### config.mk
export PLATFORM = sky130hd
export DESIGN_NAME = digit_ascii_encoder
export DESIGN_NICKNAME = d
export VERILOG_FILES = /design/src/rtl/digit_ascii_encoder.sv
export SDC_FILE = /design/constraint.sdc
export NUM_CORES = 1
export LEC_CHECK = 0
export BUFFER_PORTS_ARGS = -buffer_cell sky130_fd_sc_hd__buf_2
export CAP_MARGIN = 0
export CORE_MARGIN = 3
export CORE_UTILIZATION = 35
export DETAILED_ROUTE_END_ITERATION = 10
export GPL_ROUTABILITY_DRIVEN = 0
export PLACE_DENSITY_LB_ADDON = 0.15
export SYNTH_ARGS = -nofsm -noshare
export SYNTH_HDL_FRONTEND = slang
export SYNTH_SLANG_ARGS = --single-unit
### constraint.sdc
create_clock -name Clk -period 1.3 [get_ports Clk]
set_input_delay 0.195 -clock Clk [delete_from_list [all_inputs] [get_ports Clk]]
set_output_delay 0.195 -clock Clk [all_outputs]
set_load 0.02 [all_outputs]
### src/rtl/digit_ascii_encoder.sv
// Scans a 16x8 register file once per go, rewriting binary digits 0..9 as ASCII '0'..'9'.
// Optional DIGIT_ASCII_ERR_MARK_EN: non-digit, non-ASCII-digit entries are overwritten with '?'.
module digit_ascii_encoder #(
    parameter int DEPTH      = 16,
    parameter int ADDR_W     = 4,
    parameter int DATA_W     = 8,
    parameter int ASCII_BASE = 48,
    parameter int MAX_DIGIT  = 9
) (
    input  logic              Clk,
    input  logic              Rst,
    input  logic              go,
    output logic              busy,
    output logic              done,
    output logic [ADDR_W:0]   count,
    output logic [ADDR_W-1:0] R_Addr,
    output logic              R_en,
    input  logic [DATA_W-1:0] R_Data,
    output logic [ADDR_W-1:0] W_Addr,
    output logic              W_en,
    output logic [DATA_W-1:0] W_Data
`ifdef DIGIT_ASCII_ERR_MARK_EN
    ,
    output logic [ADDR_W:0]   err_count
`endif
);

    localparam logic [DATA_W-1:0] MAX_D   = DATA_W'(MAX_DIGIT);
    localparam logic [DATA_W-1:0] BASE    = DATA_W'(ASCII_BASE);
    localparam logic [ADDR_W-1:0] LAST    = ADDR_W'(DEPTH - 1);
    localparam logic [ADDR_W-1:0] A_ONE   = ADDR_W'(1);
    localparam logic [ADDR_W:0]   CNT_ONE = (ADDR_W + 1)'(1);

    typedef enum logic [2:0] {
        S_IDLE  = 3'd0,
        S_READ  = 3'd1,
        S_EVAL  = 3'd2,
        S_WRITE = 3'd3,
        S_NEXT  = 3'd4,
        S_DONE  = 3'd5
`ifdef DIGIT_ASCII_ERR_MARK_EN
        ,
        S_MARK  = 3'd6
`endif
    } state_t;

    state_t              state_q, state_d;
    logic [ADDR_W-1:0]   i_q, i_d;
    logic [DATA_W-1:0]   temp_q, temp_d;
    logic [ADDR_W:0]     count_q, count_d;
    logic                done_q, done_d;
`ifdef DIGIT_ASCII_ERR_MARK_EN
    logic [ADDR_W:0]     err_q, err_d;
    logic                is_ascii_digit;

    assign is_ascii_digit = (temp_q >= BASE) && (temp_q <= BASE + MAX_D);
    assign err_count      = err_q;
    assign W_Data         = (state_q == S_MARK) ? DATA_W'(63) : temp_q + BASE;
`else
    assign W_Data         = temp_q + BASE;
`endif

    assign R_Addr = i_q;
    assign W_Addr = i_q;
    assign done   = done_q;
    assign count  = count_q;

    always_ff @(posedge Clk or negedge Rst) begin
        if (!Rst) begin
            state_q <= S_IDLE;
            i_q     <= '0;
            temp_q  <= '0;
            count_q <= '0;
            done_q  <= 1'b0;
`ifdef DIGIT_ASCII_ERR_MARK_EN
            err_q   <= '0;
`endif
        end else begin
            state_q <= state_d;
            i_q     <= i_d;
            temp_q  <= temp_d;
            count_q <= count_d;
            done_q  <= done_d;
`ifdef DIGIT_ASCII_ERR_MARK_EN
            err_q   <= err_d;
`endif
        end
    end

    always_comb begin
        state_d = state_q;
        i_d     = i_q;
        temp_d  = temp_q;
        count_d = count_q;
        done_d  = done_q;
`ifdef DIGIT_ASCII_ERR_MARK_EN
        err_d   = err_q;
`endif
        R_en    = 1'b0;
        W_en    = 1'b0;
        busy    = 1'b0;
        case (state_q)
            S_IDLE: begin
                if (go) begin
                    state_d = S_READ;
                    i_d     = '0;
                    count_d = '0;
                    done_d  = 1'b0;
`ifdef DIGIT_ASCII_ERR_MARK_EN
                    err_d   = '0;
`endif
                end
            end
            S_READ: begin
                busy    = 1'b1;
                R_en    = 1'b1;
                temp_d  = R_Data;
                state_d = S_EVAL;
            end
            S_EVAL: begin
                busy = 1'b1;
                if (temp_q <= MAX_D)
                    state_d = S_WRITE;
`ifdef DIGIT_ASCII_ERR_MARK_EN
                else if (!is_ascii_digit)
                    state_d = S_MARK;
`endif
                else
                    state_d = S_NEXT;
            end
            S_WRITE: begin
                busy    = 1'b1;
                W_en    = 1'b1;
                count_d = count_q + CNT_ONE;
                state_d = S_NEXT;
            end
`ifdef DIGIT_ASCII_ERR_MARK_EN
            S_MARK: begin
                busy    = 1'b1;
                W_en    = 1'b1;
                err_d   = err_q + CNT_ONE;
                state_d = S_NEXT;
            end
`endif
            S_NEXT: begin
                busy = 1'b1;
                // Exit before incrementing so i never wraps past the last entry.
                if (i_q == LAST) begin
                    state_d = S_DONE;
                    done_d  = 1'b1;
                end else begin
                    i_d     = i_q + A_ONE;
                    state_d = S_READ;
                end
            end
            S_DONE: begin
                if (!go)
                    state_d = S_IDLE;
            end
            default: state_d = S_IDLE;
        endcase
    end

endmodule

# ---- Word level (Yosys, flattened, before mapping)
# Index checks and enable logic that the tools add are counted.
dict set report totals {
  word_cells 43
  in_bits 11
  latch_bits 0
  register_bits 21
  ram_bits 0
  romBits 0
  mem_count 0
}
dict set report classes {
  muxes 16
  div 0
  shift 0
  n_eq_ne 10
  multipliers 0
  magnitude_cmp 1
  n_reduce_logical 8
  add_sub_neg 3
  bitwise 0
}
# operator count
set op_table {}
lappend op_table {{$pmux W3 S6} 1}
lappend op_table {{$mux W3} 4}
lappend op_table {{$pmux W5 S2} 1}
lappend op_table {{$add A8 B6 Y8 const B} 1}
lappend op_table {{$le A8 B4 Y1 const B} 1}
lappend op_table {{$mux W4} 2}
lappend op_table {{$ne A2 B2 Y1 const B} 4}
lappend op_table {{$pmux W4 S2} 1}
lappend op_table {{$eq A3 B2 Y1 const B} 2}
lappend op_table {{$eq A3 B3 Y1 const B} 2}
lappend op_table {{$reduce_and A3 Y1} 2}
lappend op_table {{$add A5 B1 Y5 const B} 1}
lappend op_table {{$mux W1} 5}
lappend op_table {{$mux W5} 1}
lappend op_table {{$add A4 B1 Y4 const B} 1}
lappend op_table {{$eq A4 B4 Y1 const B} 1}
lappend op_table {{$reduce_and A2 Y1} 2}
lappend op_table {{$reduce_bool A2 Y1} 2}
lappend op_table {{$reduce_or A4 Y1} 1}
lappend op_table {{$eq A3 B1 Y1 const B} 1}
lappend op_table {{$logic_not A3 Y1} 1}
lappend op_table {{$pmux W1 S2} 1}

# ---- Depth between registers and ports, before layout
# Gate-level depths: netlist (run 1).
dict set report depth {
  word_depth 3
  mapped_depth 5
  mapped_depth_nobuf 5
}

# ---- Worst setup path after synthesis (run 1)
# No wires, ideal clock.
dict set report synth_path {
  kind {reg-to-reg}
  from {register state_q[1]}
  to {register temp_q[2]}
  setup_time_ps 125
  stages_incl_launch_ff 5
  path_buffers 2
  arrival_time_ps 1333
  required_time_ps 1175
  slack_ps -158
  period_less_slack_ps 1458
  path_cell_list {dfrtp_1 buf_6 nor3b_2 buf_2 mux2_2}
}
dict set report synth_via {
  elab_chain_cells 1
}
# element line_no
set synth_rtl {}
lappend synth_rtl {{from (decl)} 47} ;# state_t state_q, state_d;
lappend synth_rtl {{from (signal assigned)} 79} ;# state_q <= state_d;
lappend synth_rtl {{$eq A3 B1 Y1} 102} ;# case (state_q)
lappend synth_rtl {{to (signal assigned)} 81} ;# temp_q <= temp_d;
lappend synth_rtl {{to (decl)} 49} ;# logic [DATA_W-1:0] temp_q, temp_d;
# No other way between the ends.
# A chain may end at the register's enable or synchronous reset.

# ---- Worst setup path after layout (run 1)
dict set report layout_path {
  from {register state_q[0]}
  to {output busy}
}
dict set report layout_via {
  elab_chain_cells 3
}
# element line_no
set layout_rtl {}
lappend layout_rtl {{$eq A3 B3 Y1 (tied with other cells)} 102}
lappend layout_rtl {{$reduce_or A4 Y1 (no source line) (*)} -}
lappend layout_rtl {{$mux W1 (*)} 102}
lappend layout_rtl {{to (decl)} 13} ;# output logic busy,
# Every way passes the cells marked *; elsewhere a longest branch is shown, timed or not.

==> results.yml, run 1 <==
status:
  outcome: "finished with violations"
  violations: "negative setup slack"
setup_path:
  rrSetupSlack_ns: -0.17
  reg2regPathDepth: 4
  cp_num_cells: 4
  crit_family: "flip-flops"
  cp_max_fo: 5
  worstPathRequired_ns: 1.11
  cp_cell_sequence: "buf_6 > nor2_4 > xnor2_2 > buf_4"
  crit_type: "reg -> out"
  crit_path_end_kind: "output port"
  arrival_ns: 1.31
  crit_buf_inv: 2
  r2r-end: "count[0]$_DFFE_PN0P_"
  worstSetupStartpointType: "flop"
  crit_slowest_cell: "dfrtp_2"
  reg2reg_from: "state_q[1]$_DFFE_PN0P_"
  cp_slowest_stage_delay_ns: 0.46
logic_synthesis:
  ys_warn_count: 0
  netlist.area_leader.share_pct: 46.2
  yosysSeqAreaShare_pct: 46.2
  synthXorXnorAreaFrac_pct: 3.85
  yosys.area_share.simple_pct: 16.6
  synth_compound_area_share_pct: 11.9
  ys_seq_elements: 21
  synthCells: 107
  synth_top_family_by_area: "simple AND/OR/NAND/NOR gates"
  ys_types: 34
  yosys.area.top_type: "dfrtp_1"
  synthAdderAreaFrac_pct: 3.30
  synthMuxAreaShare_pct: 7.80
  synth_area_leaders: "dfrtp_1, mux2_2, buf_4"
  synth_area_um2: 1140
  synthesis.nets: 121
  avgSynthCellArea_um2: 10.6
grt:
  overflow: 0
  grt_pass1_vias: 988
  grt_max_degree: 22
  grtUsageTotal_pct: 14.0
  grt_pass1_wl_mm: 4.43
  antenna_found_initial: 0
sta:
  rsz0062_at_grt: "yes"
  clock.fmax_ghz: 0.665
  fin_skew_ns: 0.00162
  slew_headroom_pct: 67.6
  worst_slack_ns: -0.205
  hold_viol: 0
  final.setup.tns_ns: -2.30
  finalMaxSlewViolations: 0
  fin_crit_ns: 1.50
  finalSetupViolations: 22
  holdWs_ns: 0.0843
  tightest_slew_ns: 0.485
  finalCritPeriodShare_pct: 116
final_layout:
  stdcell_count: 207
  drive_gt1_share_pct: 66.9
  mostFrequentLayoutCell: "buf_2"
  layout_common_cells: "buf_2, buf_4, dfrtp_1"
  antenna_cells: 0
  fin_util_pct: 57.3
  fill_cells: 288
  area_growth_pct: 54.8
  fin_nets: 178
routing:
  wirelength_mm: 2.77
  drt_first_pass_iters: 4
  initialDrtViolationCount: 10
  avgViaCountPerCell: 4.83
  antenna_left: 0
  num_vias: 999
  drcViolationCount: 0
  wl_per_cell_um: 13.4
job:
  maxCapViolCount: 0
die:
  start_util_pct: 37.0
  die-area_um2: 3970
  die_width_um: 63.0
  ios: 36
  coreArea_um2: 3080
  rows: 20
  die_h_um: 63.0
cts:
  root_buffer: "clkbuf_4"
  htreeDepth: 1
  cts-buffers-inserted: 3
  clk_latency_ns: 0.30
  cts_tree: "built"
  cts_buffer_depth: 2
  clkTransAtPathRegs_ns: 0.12
  cts_num_sinks: 21
min_path:
  hp-start: "R_Data[4]"
  hold_depth: 3
  hold_class: "in -> reg"
  holdPathEnd: "temp_q[4]$_DFFE_PN0P_"
place:
  dp_cells: 187
  dp_hpwl_mm: 1.73
  port_buffers: 35
power:
  power_mw: 4.35
  power_density_nw_per_um2: 2470
  p_leak_nw: 0.903
  ir_drop_mv: 1.69
-- sequential cells by signal (all words and copies together), names as in the netlist --
name and count:
temp_q 8, count 5, R_Addr 4, state_q 3
done 1
-- final cells by class --
class | instances | area (um^2) | share of cell area [%]
timing repair buffer | 65 | 478 | 27.1
multi-input combinational | 68 | 652 | 37.0
sequential | 21 | 532 | 30.2
clock inverter | 1 | 5.00 | 0.284
clock buffer | 3 | 22.5 | 1.28
tap | 44 | 55.1 | 3.12
inverter | 5 | 18.8 | 1.06
-- worst reg2reg max path, stage by stage, from the launching register on --
cell     delay [ns]
dfrtp_2        0.47
buf_6          0.14
or4b_4         0.60
nand3_2        0.11
o21ai_2        0.05
-- cells in the mapped netlist --
library cell	instances
inv_1	5
buf_2	2
buf_4	9
or4b_1	1
mux2i_1	1
o2bb2ai_1	1
xnor2_1	3
nand3b_2	1
a22o_1	1
and2_1	1
nor2_1	2
nor2b_1	1
xor2_1	2
dfrtp_1	21
nor3b_2	2
o21ai_1	3
mux2_2	7
nand3_1	9
a21boi_0	1
a21oi_1	4
nand2b_1	1
a21o_1	1
o21ai_0	6
o311ai_0	1
ha_1	3
o21a_1	1
nand2_1	7
nand4_1	1
and3_1	2
buf_6	2
and3b_1	1
nor4b_1	2
o221a_2	1
o21ba_2	1
-- where the power goes --
group / switching (mW) / internal, mW
clock: 0.207 / 0.115
combinational: 1.29 / 1.56
sequential: 0.279 / 0.895
total: 1.77 / 2.57
-- what timing repair did --
| action | in CTS | in global routing |
|---|---|---|
| resized for setup | 44 | 20 |
| setup endpoints to repair | 19 | 27 |
| pin swaps | 16 | 13 |
| hold endpoints to repair | 21 | 0 |
| setup buffers | 13 | 2 |
| hold buffers | 1 | 0 |
-- stage by stage --
step / area [um^2] / setup WS (ns)
5_1_grt: 1760 / -0.274
3_5_place_dp: 1380 / -0.105
4_1_cts: 1660 / -0.184
6_report: 1760 / -0.205
2_1_floorplan: 1150 / -0.0817
3_3_place_gp: 1380 / -0.0819
-- how the worst max path moves through the flow --
stage | end | startpoint
floorplan | count[0]$_DFFE_PN0P_ | state_q[0]$_DFFE_PN0P_
global placement | R_Addr[3]$_DFFE_PN0P_ | state_q[0]$_DFFE_PN0P_
detailed placement | R_Addr[3]$_DFFE_PN0P_ | state_q[1]$_DFFE_PN0P_
CTS | busy | state_q[1]$_DFFE_PN0P_
global route | busy | state_q[0]$_DFFE_PN0P_
finish | busy | state_q[0]$_DFFE_PN0P_
-- metal layers --
layer  up-vias  share of wire, %  global-route usage [%]
met3         4               4.4                    2.34
met1       485                42                    16.5
met4         0               1.1                    5.79
met2        30                52                    24.9
li1        480                 -                       -
met5         -                 0                       0
-- kinds of logic after synthesis --
| group | count (synthesis) |
|---|---|
| buffers and inverters | 18 |
| and+or+nand+nor | 31 |
| xor gates and xnor gates | 5 |
| AOI/OAI and AO/OA | 21 |
| DFF | 21 |
| adders and majority gates | 3 |
| muxes | 8 |
No activity file was read; power rests on OpenSTA's default activity.
==> run 2: changes to the inputs <==
- clock period: 1.3 -> 1.5 ns (I/O delays scaled with it)
==> run 2 against run 1 <==
Compared with the run above: the run now ends clean; clock power decreased by 15%; routed wire length decreased by 8.1%; register-to-register slack improved by 0.20 ns; via count decreased by 7.4%; sequential power decreased by 13%; total power decreased by 27%; combinational power decreased by 34%; non-clock buffer count decreased by 14; core utilization decreased by 7.4 points.
==> results.yml, run 2 (synthesis gave the netlist of run 1 again) <==
sta:
  final.setup.tns_ns: 0
  finalSetupViolations: 0
  tightest_slew_ns: 0.497
  worst_slack_ns: 0.0199
  finalCritPeriodShare_pct: 98.7
  hold_viol: 0
  clock.fmax_ghz: 0.676
  fin_crit_ns: 1.48
  slew_headroom_pct: 66.8
  fin_skew_ns: 0.00601
  finalMaxSlewViolations: 0
  rsz0062_at_grt: "yes"
final_layout:
  area_growth_pct: 34.9
  largest_reg_flops: 8
  mostFrequentLayoutCell: "buf_2"
  fin_util_pct: 49.9
  drive_gt1_share_pct: 53.0
  largest-register: "temp_q"
  layout_common_cells: "buf_2, dfrtp_1, buf_4"
  antenna_cells: 0
  fin_nets: 164
  final_cell_area_um2: 1540
grt:
  grtUsageTotal_pct: 13.0
  antenna_found_initial: 0
  overflow: 0
  grt_max_degree: 22
  grt_pass1_vias: 865
  grt_pass1_wl_mm: 4.12
min_path:
  holdPathEnd: "temp_q[4]$_DFFE_PN0P_"
  hold_depth: 3
  hp-start: "R_Data[4]"
  hold_class: "in -> reg"
routing:
  wirelength_mm: 2.54
  avgViaCountPerCell: 4.79
  wl_per_cell_um: 13.2
  num_vias: 925
  drcViolationCount: 0
  initialDrtViolationCount: 25
  antenna_left: 0
  drt_first_pass_iters: 4
power:
  swShare_pct: 42.9
  seqPwrFrac_pct: 32.1
  ir_drop_mv: 0.911
  p_int_mw: 1.81
  power_density_nw_per_um2: 2060
  power.switching_mw: 1.36
  p_leak_nw: 0.785
  combinationalPowerShare_pct: 59.3
  power_mw: 3.17
  power_frac_clock_pct: 8.7
die:
  coreArea_um2: 3080
  die_width_um: 63.0
  die-area_um2: 3970
  die_h_um: 63.0
  ios: 36
  rows: 20
  start_util_pct: 37.0
setup_path:
  cp_max_fo: 6
  arrival_ns: 1.26
  cpMostUsedCell: "buf_6"
  worstPathRequired_ns: 1.27
  crit_path_end_kind: "output port"
  crit_slowest_cell: "dfrtp_2"
  cp_cell_sequence: "nor3b_2 > buf_6 > buf_6"
  crit_family: "flip-flops"
  worstSetupStartpointType: "flop"
  cp_slowest_stage_delay_ns: 0.50
  rrSetupSlack_ns: 0.03
  r2r-end: "count[4]$_DFFE_PN0P_"
  reg2regPathDepth: 4
  reg2reg_from: "state_q[2]$_DFFE_PN0P_"
  crit_type: "reg -> out"
  crit_buf_inv: 2
cts:
  htreeDepth: 1
  cts-buffers-inserted: 3
  cts_tree: "built"
  cts_num_sinks: 21
  clk_latency_ns: 0.30
  cts_buffer_depth: 2
  root_buffer: "clkbuf_4"
  clkTransAtPathRegs_ns: 0.12
place:
  dp_hpwl_mm: 1.69
  dp_worst_setup_slack_ns: 0.0771
  port_buffers: 35
  placed_cell_area_um2: 1310
status:
  outcome: "finished, final reports clean"
job:
  maxCapViolCount: 0
[run 2: per-stage QoR]
stage,hold slack (ns),std cells
6_report,0.123,193
5_1_grt,0.108,193
4_1_cts,0.123,189
3_5_place_dp,0.217,179
3_3_place_gp,0.220,179
2_1_floorplan,-0.0706,107
[run 2: area by class of cell]
class,instances,area (um^2)
Clock buffer,4,26.3
Multi-Input combinational cell,68,573
Fill cell,313,1540
Tap cell,44,55.1
Inverter,5,18.8
Timing Repair Buffer,51,334
Sequential cell,21,529
[run 2: timing repair]
item / 4_1_cts / 5_1_grt
hold buffers: 1 / 0
endpoints found under the setup margin: 4 / 9
pin swaps: 1 / 5
gates resized for setup: 9 / 23
buffers inserted: 5 / 4
endpoints found under the hold margin: 21 / 0
[run 2: metal layers]
metal | share of wire (%) | vias up | wire length (um) | track usage (%)
met5 | 0 | - | 0 | 0
met4 | 0.75 | 0 | 19 | 4.13
met3 | 5.1 | 2 | 130 | 2.88
met2 | 48 | 27 | 1230 | 21.9
met1 | 46 | 445 | 1160 | 16.5
li1 | - | 451 | - | -
[run 2: worst max path at each step]
| stage | from | end | slack, ns | cells after the start |
|---|---|---|---|---|
| 2_1_floorplan | state_q[1]$_DFFE_PN0P_ | temp_q[2]$_DFFE_PN0P_ | 0.04 | 4 |
| 5_1_grt | state_q[1]$_DFFE_PN0P_ | R_en | -0.05 | 3 |
| 3_3_place_gp | state_q[1]$_DFFE_PN0P_ | R_Addr[0]$_DFFE_PN0P_ | 0.10 | 4 |
| 6_report | state_q[1]$_DFFE_PN0P_ | R_en | 0.02 | 3 |
| 4_1_cts | state_q[1]$_DFFE_PN0P_ | R_Addr[0]$_DFFE_PN0P_ | -0.02 | 5 |
| 3_5_place_dp | state_q[0]$_DFFE_PN0P_ | count[4]$_DFFE_PN0P_ | 0.08 | 3 |
[run 2: power by group through the flow]
stage / combinational (mW) / clock, mW / sequential, mW
after floorplan: 1.13 / 0 / 0.976
after global placement: 1.44 / 0 / 0.979
after detailed placement: 1.45 / 0 / 0.997
after CTS: 1.61 / 0.282 / 0.988
after global routing: 2.02 / 0.320 / 1.05
final: 1.88 / 0.274 / 1.02
[run 2: worst reg2reg max path, delay by kind of cell, from the launching register on]
kind            cells  cell delay [ns]
simple gates        2             0.68
flops               1             0.46
buf+inv             1             0.17
compound gates      1             0.06
